[config.mk]
export PLATFORM = sky130hd
export DESIGN_NAME = scan_pattern_driver
export DESIGN_NICKNAME = d
export VERILOG_FILES = /design/src/rtl/scan_pkg.sv /design/src/rtl/scan_resp_cmp.sv /design/src/rtl/scan_pattern_driver.sv
export SDC_FILE = /design/constraint.sdc
export NUM_CORES = 1
export LEC_CHECK = 0
export BUFFER_PORTS_ARGS = -buffer_cell sky130_fd_sc_hd__buf_2
export CAP_MARGIN = 30
export CORE_MARGIN = 2
export CORE_UTILIZATION = 52
export CTS_BUF_LIST = sky130_fd_sc_hd__clkbuf_2 sky130_fd_sc_hd__clkbuf_4 sky130_fd_sc_hd__clkbuf_8
export CTS_CLUSTER_SIZE = 16
export DETAILED_ROUTE_END_ITERATION = 8
export HOLD_SLACK_MARGIN = 0.15
export PLACE_DENSITY = 0.77
export SKIP_CTS_REPAIR_TIMING = 1
export SYNTH_ARGS = -nofsm -noshare
export SYNTH_HDL_FRONTEND = slang
export SYNTH_SLANG_ARGS = --single-unit
[constraint.sdc]
create_clock -name CK -period 2 [get_ports CK]
set_input_delay 0.1 -clock CK [delete_from_list [all_inputs] [get_ports CK]]
set_output_delay 0.1 -clock CK [all_outputs]
set_load 0.01 [all_outputs]
[src/rtl/scan_pkg.sv]
// Shared types for the scan pattern driver: FSM state encoding and index sizing.
package scan_pkg;

   typedef enum logic [2:0] {
      IDLE,
      FETCH,
      SHIFT,
      CAPT,
      UNLOAD,
      DONE
   } scan_state_t;

   localparam int CHAIN_LEN_DEF = 3;
   localparam int NUM_PI_DEF    = 4;
   localparam int NUM_PO_DEF    = 1;
   localparam int CNT_W_DEF     = 8;

   // Bit-index width; one spare code so CHAIN_LEN itself is representable.
   function automatic int idx_w(input int chain_len);
      return $clog2(chain_len + 1);
   endfunction

endpackage

[src/rtl/scan_resp_cmp.sv]
// Response checker: holds the previous pattern's expected scan-out and its miss flag,
// compares serial scan_out bit by bit and reports a failing pattern when resolved.
module scan_resp_cmp #(
   parameter int CHAIN_LEN = 3,
   parameter int IDX_W     = 2
) (
   input  logic                 ck,
   input  logic                 rs,
   input  logic                 clr,
   input  logic                 load,
   input  logic                 load_miss,
   input  logic [CHAIN_LEN-1:0] eso,
   input  logic                 shift_cmp,
   input  logic [IDX_W-1:0]     idx,
   input  logic                 sout,
   input  logic                 resolve,
   output logic                 prev_valid,
   output logic                 fail
);

   logic [CHAIN_LEN-1:0] eso_prev;
   logic                 miss;
   logic                 bit_mis;

   assign bit_mis = shift_cmp && prev_valid && (sout != eso_prev[idx]);
   // Include this cycle's bit so the final unload compare is not lost at resolve.
   assign fail    = resolve && prev_valid && (miss || bit_mis);

   always_ff @(posedge ck) begin
      if (rs || clr) begin
         eso_prev   <= '0;
         miss       <= 1'b0;
         prev_valid <= 1'b0;
      end else if (load) begin
         eso_prev   <= eso;
         miss       <= load_miss;
         prev_valid <= 1'b1;
      end else if (bit_mis) begin
         miss       <= 1'b1;
      end
   end

endmodule

[src/rtl/scan_pattern_driver.sv]
// Tester-side full-scan driver: fetches pattern records, shifts/captures/unloads the DUT
// chain and tallies per-pattern mismatches into saturating counters.
module scan_pattern_driver
   import scan_pkg::*;
#(
   parameter int CHAIN_LEN = CHAIN_LEN_DEF,
   parameter int NUM_PI    = NUM_PI_DEF,
   parameter int NUM_PO    = NUM_PO_DEF,
   parameter int CNT_W     = CNT_W_DEF
) (
   input  logic                 CK,
   input  logic                 RS,
   input  logic                 start,
   input  logic                 pat_valid,
   output logic                 pat_ready,
   input  logic [CHAIN_LEN-1:0] pat_si,
   input  logic [NUM_PI-1:0]    pat_pi,
   input  logic [CHAIN_LEN-1:0] pat_eso,
   input  logic [NUM_PO-1:0]    pat_epo,
   input  logic                 pat_last,
   output logic                 scan_en,
   output logic                 scan_in,
   output logic [NUM_PI-1:0]    pi,
   input  logic                 scan_out,
   input  logic [NUM_PO-1:0]    po,
   output logic                 busy,
   output logic                 done,
   output logic                 pass,
   output logic                 err,
   output logic [CNT_W-1:0]     fail_cnt,
   output logic [CNT_W-1:0]     pat_cnt
);

   localparam int               IDX_W    = idx_w(CHAIN_LEN);
   localparam logic [IDX_W-1:0] IDX_LAST = IDX_W'(CHAIN_LEN - 1);

   scan_state_t          state, nxt;
   logic [CHAIN_LEN-1:0] si_q, eso_q;
   logic [NUM_PI-1:0]    pi_q;
   logic [NUM_PO-1:0]    epo_q;
   logic                 last_q;
   logic [IDX_W-1:0]     idx;
   logic                 err_q;
   logic                 clr, accept, underrun, shift_cmp, load, resolve;
   logic                 idx_end, prev_valid, fail, po_miss;

   assign idx_end = (idx == IDX_LAST);
   assign po_miss = (po != epo_q);

   always_comb begin
      nxt       = state;
      clr       = 1'b0;
      accept    = 1'b0;
      underrun  = 1'b0;
      shift_cmp = 1'b0;
      load      = 1'b0;
      resolve   = 1'b0;
      scan_en   = 1'b0;
      scan_in   = 1'b0;
      pi        = '0;
      pat_ready = 1'b0;
      case (state)
         IDLE, DONE: begin
            if (start) begin
               clr = 1'b1;
               nxt = FETCH;
            end
         end
         FETCH: begin
            pat_ready = 1'b1;
            scan_en   = 1'b1;
            if (pat_valid) begin
               accept = 1'b1;
               nxt    = SHIFT;
            end else if (prev_valid) begin
               // A stall here would let the chain drift from the captured response.
               underrun = 1'b1;
               nxt      = DONE;
            end
         end
         SHIFT: begin
            scan_en   = 1'b1;
            scan_in   = si_q[idx];
            shift_cmp = 1'b1;
            if (idx_end) nxt = CAPT;
         end
         CAPT: begin
            pi      = pi_q;
            load    = 1'b1;
            resolve = 1'b1;
            nxt     = last_q ? UNLOAD : FETCH;
         end
         UNLOAD: begin
            scan_en   = 1'b1;
            shift_cmp = 1'b1;
            if (idx_end) begin
               resolve = 1'b1;
               nxt     = DONE;
            end
         end
         default: nxt = IDLE;
      endcase
   end

   always_ff @(posedge CK) begin
      if (RS) state <= IDLE;
      else    state <= nxt;
   end

   always_ff @(posedge CK) begin
      if (RS) begin
         si_q     <= '0;
         pi_q     <= '0;
         eso_q    <= '0;
         epo_q    <= '0;
         last_q   <= 1'b0;
         idx      <= '0;
         err_q    <= 1'b0;
         fail_cnt <= '0;
         pat_cnt  <= '0;
      end else begin
         if (clr) begin
            fail_cnt <= '0;
            pat_cnt  <= '0;
            err_q    <= 1'b0;
         end
         if (accept) begin
            si_q   <= pat_si;
            pi_q   <= pat_pi;
            eso_q  <= pat_eso;
            epo_q  <= pat_epo;
            last_q <= pat_last;
            idx    <= '0;
         end else if (state == SHIFT || state == UNLOAD) begin
            idx <= idx_end ? '0 : idx + 1'b1;
         end
         if (underrun) err_q <= 1'b1;
         if (load && pat_cnt != '1) pat_cnt <= pat_cnt + 1'b1;
         if (fail && fail_cnt != '1) fail_cnt <= fail_cnt + 1'b1;
      end
   end

   scan_resp_cmp #(
      .CHAIN_LEN (CHAIN_LEN),
      .IDX_W     (IDX_W)
   ) u_cmp (
      .ck         (CK),
      .rs         (RS),
      .clr        (clr),
      .load       (load),
      .load_miss  (po_miss),
      .eso        (eso_q),
      .shift_cmp  (shift_cmp),
      .idx        (idx),
      .sout       (scan_out),
      .resolve    (resolve),
      .prev_valid (prev_valid),
      .fail       (fail)
   );

   assign busy = (state == FETCH) || (state == SHIFT) || (state == CAPT) || (state == UNLOAD);
   assign done = (state == DONE);
   assign err  = err_q;
   assign pass = done && (fail_cnt == '0) && !err_q;

endmodule

==> flow_summary.ini <==
[cts]
clk_pin_slew_ps = 80
clock_sinks = 39
clock_latency_ps = 300
tritoncts = built
htree_levels = 2
cts_buffers = 5
cts_root_buffer = clkbuf_8
cts_buffer_depth = 2

[die]
rows = 22
die_area_um2 = 4510
core_um2 = 3740
start_util = 0.554
die_h_um = 67.2
die_x_um = 67.2
ios = 45

[setup_path]
ff2ff_path_depth = 5
reg2reg_from = idx[1]
crit_fanout = 13
crit_start = state[0]
endpoint = pi[2]
critPathTopFamily = buffers and inverters
r2r_setup_slack_ps = 150
worstPathArrival_ps = 1780
crit_chain = buf_4 -> and3b_1 -> buf_4 -> and2_1 -> buf_2
endpoint_kind = primary output
setup.worst_path.start_class = register
worstSetupPathType = register to primary output
cp_slowest_cell = dfxtp_1
worst_ep_required_time_ps = 1900
crit_cells = 5
crit_top_cell = buf_4
critPathBufInv = 3
max_stage_delay_ps = 540
rr_endpoint = fail_cnt[2]

[drt]
dr_total_vias = 2011
wirelength_mm = 4.57
vias_per_cell = 5.60
dr.pass1.iters = 4
drc = 0
drtAntennaViolNets = 0
avgRoutedWirePerCell_um = 12.7
drtIter0Drc = 114

[status]
outcome = finished, final reports clean

[global_route]
grt_pass1_wl_mm = 7.08
antenna_found_initial = 0
grt_usage = 0.208
grt-ovfl-total = 0
grt_max_degree = 27
grt_pass1_vias = 1609

[timing]
rsz0062_at_grt = no
final_hold_viol_count = 0
timing.slew.headroom = 0.744
tightest_slew_ps = 384
fin_skew_ps = 3.90
fmax_mhz = 533
period_needed_ps = 1880
min_period_over_period = 0.938
setup_tns_ps = 0
fin_ws_ps = 123
setup_violations = 0
drv_slew = 0

[pwr]
p_total_mw = 1.81
clkPwrFrac = 0.436
p_leak_nw = 1.07
power_switching_share = 0.233
ir_worst_vdd_mv = 0.760
p_comb_frac = 0.113
p_sw_uw = 422
pwr-share-seq = 0.451
power.density_nw_per_um2 = 688
internal-power_mw = 1.39

[yosys]
syn-cell-area_um2 = 2080
yosysSeqAreaShare = 0.376
yosys_register_bits = 39
syn-instance-count = 250
synth_top_area_frac = 0.376
synth_area_per_cell_um2 = 8.30
ys.warnings.count = 0
synth_edf_count = 0
yosysTopAreaCell = dfxtp_1
synth_flop_cell = dfxtp_1
synth.area.top_cells = dfxtp_1 38%, nand2_1 8.0%, a21oi_1 6.3%, nor2_1 3.4%, mux2i_4 2.2%
syn_nets = 271
async_reset_ff_frac = 0
ys_types = 54

[finish]
layout-drive-gt1-share = 0.241
multiInputGateArea_um2 = 1180
syn2layout_area_growth_pct = 26.7
nets = 331
area.sequential_um2 = 781
antennaDiodeCount = 0
n_fill_cell = 317

[placed_design]
place.gp.congestion = 0.782
numPortBuffers = 44
dp_hpwl_mm = 3.19
preCtsSetupSlack_ps = 186

[worst_hold_path]
hold_class = primary input to register

[job]
maxCapViolCount = 0
-- cells by family (layout without fill, tap and decap cells) --
| logic type | count (synthesis) | after routing | share of synthesized area |
|---|---|---|---|
| xor gates and xnor gates | 7 | 7 | 0.0295 |
| buffers and inverters | 22 | 83 | 0.0530 |
| adders and majority gates | 3 | 3 | 0.0181 |
| muxes | 3 | 3 | 0.0265 |
| AOI/OAI and AO/OA | 60 | 60 | 0.200 |
| and+or+nand+nor | 116 | 116 | 0.297 |
| DFF | 39 | 39 | 0.376 |
-- through the flow --
step	hold WS (ps)	cell area (µm²)	std cells	util
final	131	2630	359	0.703
after global routing	157	2630	359	0.703
after CTS	26.0	2500	346	0.668
after detailed placement	346	2360	338	0.631
after global placement	341	2360	338	0.631
after floorplan	236	2080	250	-
-- Yosys cell counts (4+ instances only) --
cell	number
nand2_1	44
dfxtp_1	39
a21oi_1	26
nor2_1	19
nand3_1	8
o21ai_1	8
clkbuf_1	7
inv_1	7
and2_1	6
a211oi_1	5
nand2b_1	5
nor3_1	5
and3_1	4
xor2_1	4
-- registers in the layout, indices dropped and copies added (netlist names) --
| signal | count |
|---|---|
| fail_cnt | 8 |
| pat_cnt | 8 |
| pi_q | 4 |
| eso_q | 3 |
| si_q | 3 |
| state | 3 |
| u_cmp.eso_prev | 3 |
| idx | 2 |
| epo_q | 1 |
| err | 1 |
| last_q | 1 |
| u_cmp.miss | 1 |
| u_cmp.prev_valid | 1 |
-- layer usage --
| layer | track usage | vias to the layer above | routed length (µm) |
|---|---|---|---|
| met5 | 0 | - | 0 |
| li1 | - | 1001 | - |
| met3 | 0.0450 | 7 | 230 |
| met1 | 0.251 | 946 | 2060 |
| met4 | 0.0791 | 0 | 65 |
| met2 | 0.363 | 57 | 2210 |
-- how the worst min path moves through the flow --
stage | from | cells past startpoint | endpoint
final | pat_valid | 3 | state[1]
after global routing | start | 4 | state[2]
after CTS | pat_si[0] | 3 | si_q[0]
after detailed placement | pat_pi[1] | 3 | pi_q[1]
after global placement | pat_si[2] | 3 | si_q[2]
after floorplan | pat_pi[0] | 2 | pi_q[0]
-- cell usage in the layout, fill, tap and decap left out, types with 2 or more instances in the layout --
| master | n |
|---|---|
| nor4b_1 | 2 |
| a31oi_1 | 3 |
| mux2i_4 | 2 |
| and3_1 | 4 |
| dlygate4sd3_1 | 13 |
| nor3b_2 | 2 |
| ha_1 | 3 |
| a21o_1 | 2 |
| nand2_1 | 44 |
| nand3b_1 | 3 |
| buf_4 | 9 |
| nand2b_1 | 5 |
| a211oi_1 | 5 |
| xor2_1 | 4 |
| nor4_1 | 2 |
| nor3b_1 | 3 |
| bufinv_16 | 2 |
| buf_2 | 44 |
| a21oi_1 | 26 |
| a211o_1 | 2 |
| xnor2_1 | 3 |
| inv_1 | 7 |
| dfxtp_1 | 39 |
| o21ai_0 | 2 |
| nor2_1 | 19 |
| and3b_1 | 2 |
| clkbuf_8 | 5 |
| and2_1 | 6 |
| nor3_1 | 5 |
| nand3_1 | 8 |
| or3_1 | 3 |
| o21ai_1 | 8 |
-- power groups by stage --
stage          registers [mW]  clock network [mW]  logic (mW)
2_1_floorplan           0.819                   0       0.137
6_report                0.815               0.789       0.205
3_3_place_gp            0.833                   0       0.180
4_1_cts                 0.815               0.796       0.185
3_5_place_dp            0.834                   0       0.183
5_1_grt                 0.819               0.829       0.223
-- cell type report --
cell class / count / share of cell area
Multi-Input combinational cell: 189 / 0.451
Inverter: 8 / 0.0114
Sequential cell: 39 / 0.297
Tap cell: 48 / 0.0228
Clock buffer: 5 / 0.0262
Clock inverter: 3 / 0.0257
Timing Repair Buffer: 67 / 0.167
-- worst register-to-register path: stages (launching register included) --
cell	delay, ps
dfxtp_1	520
mux2i_4	330
mux2i_4	360
a31oi_4	180
o21bai_1	190
a21o_1	170
No activity file was read; power rests on OpenSTA's default activity.
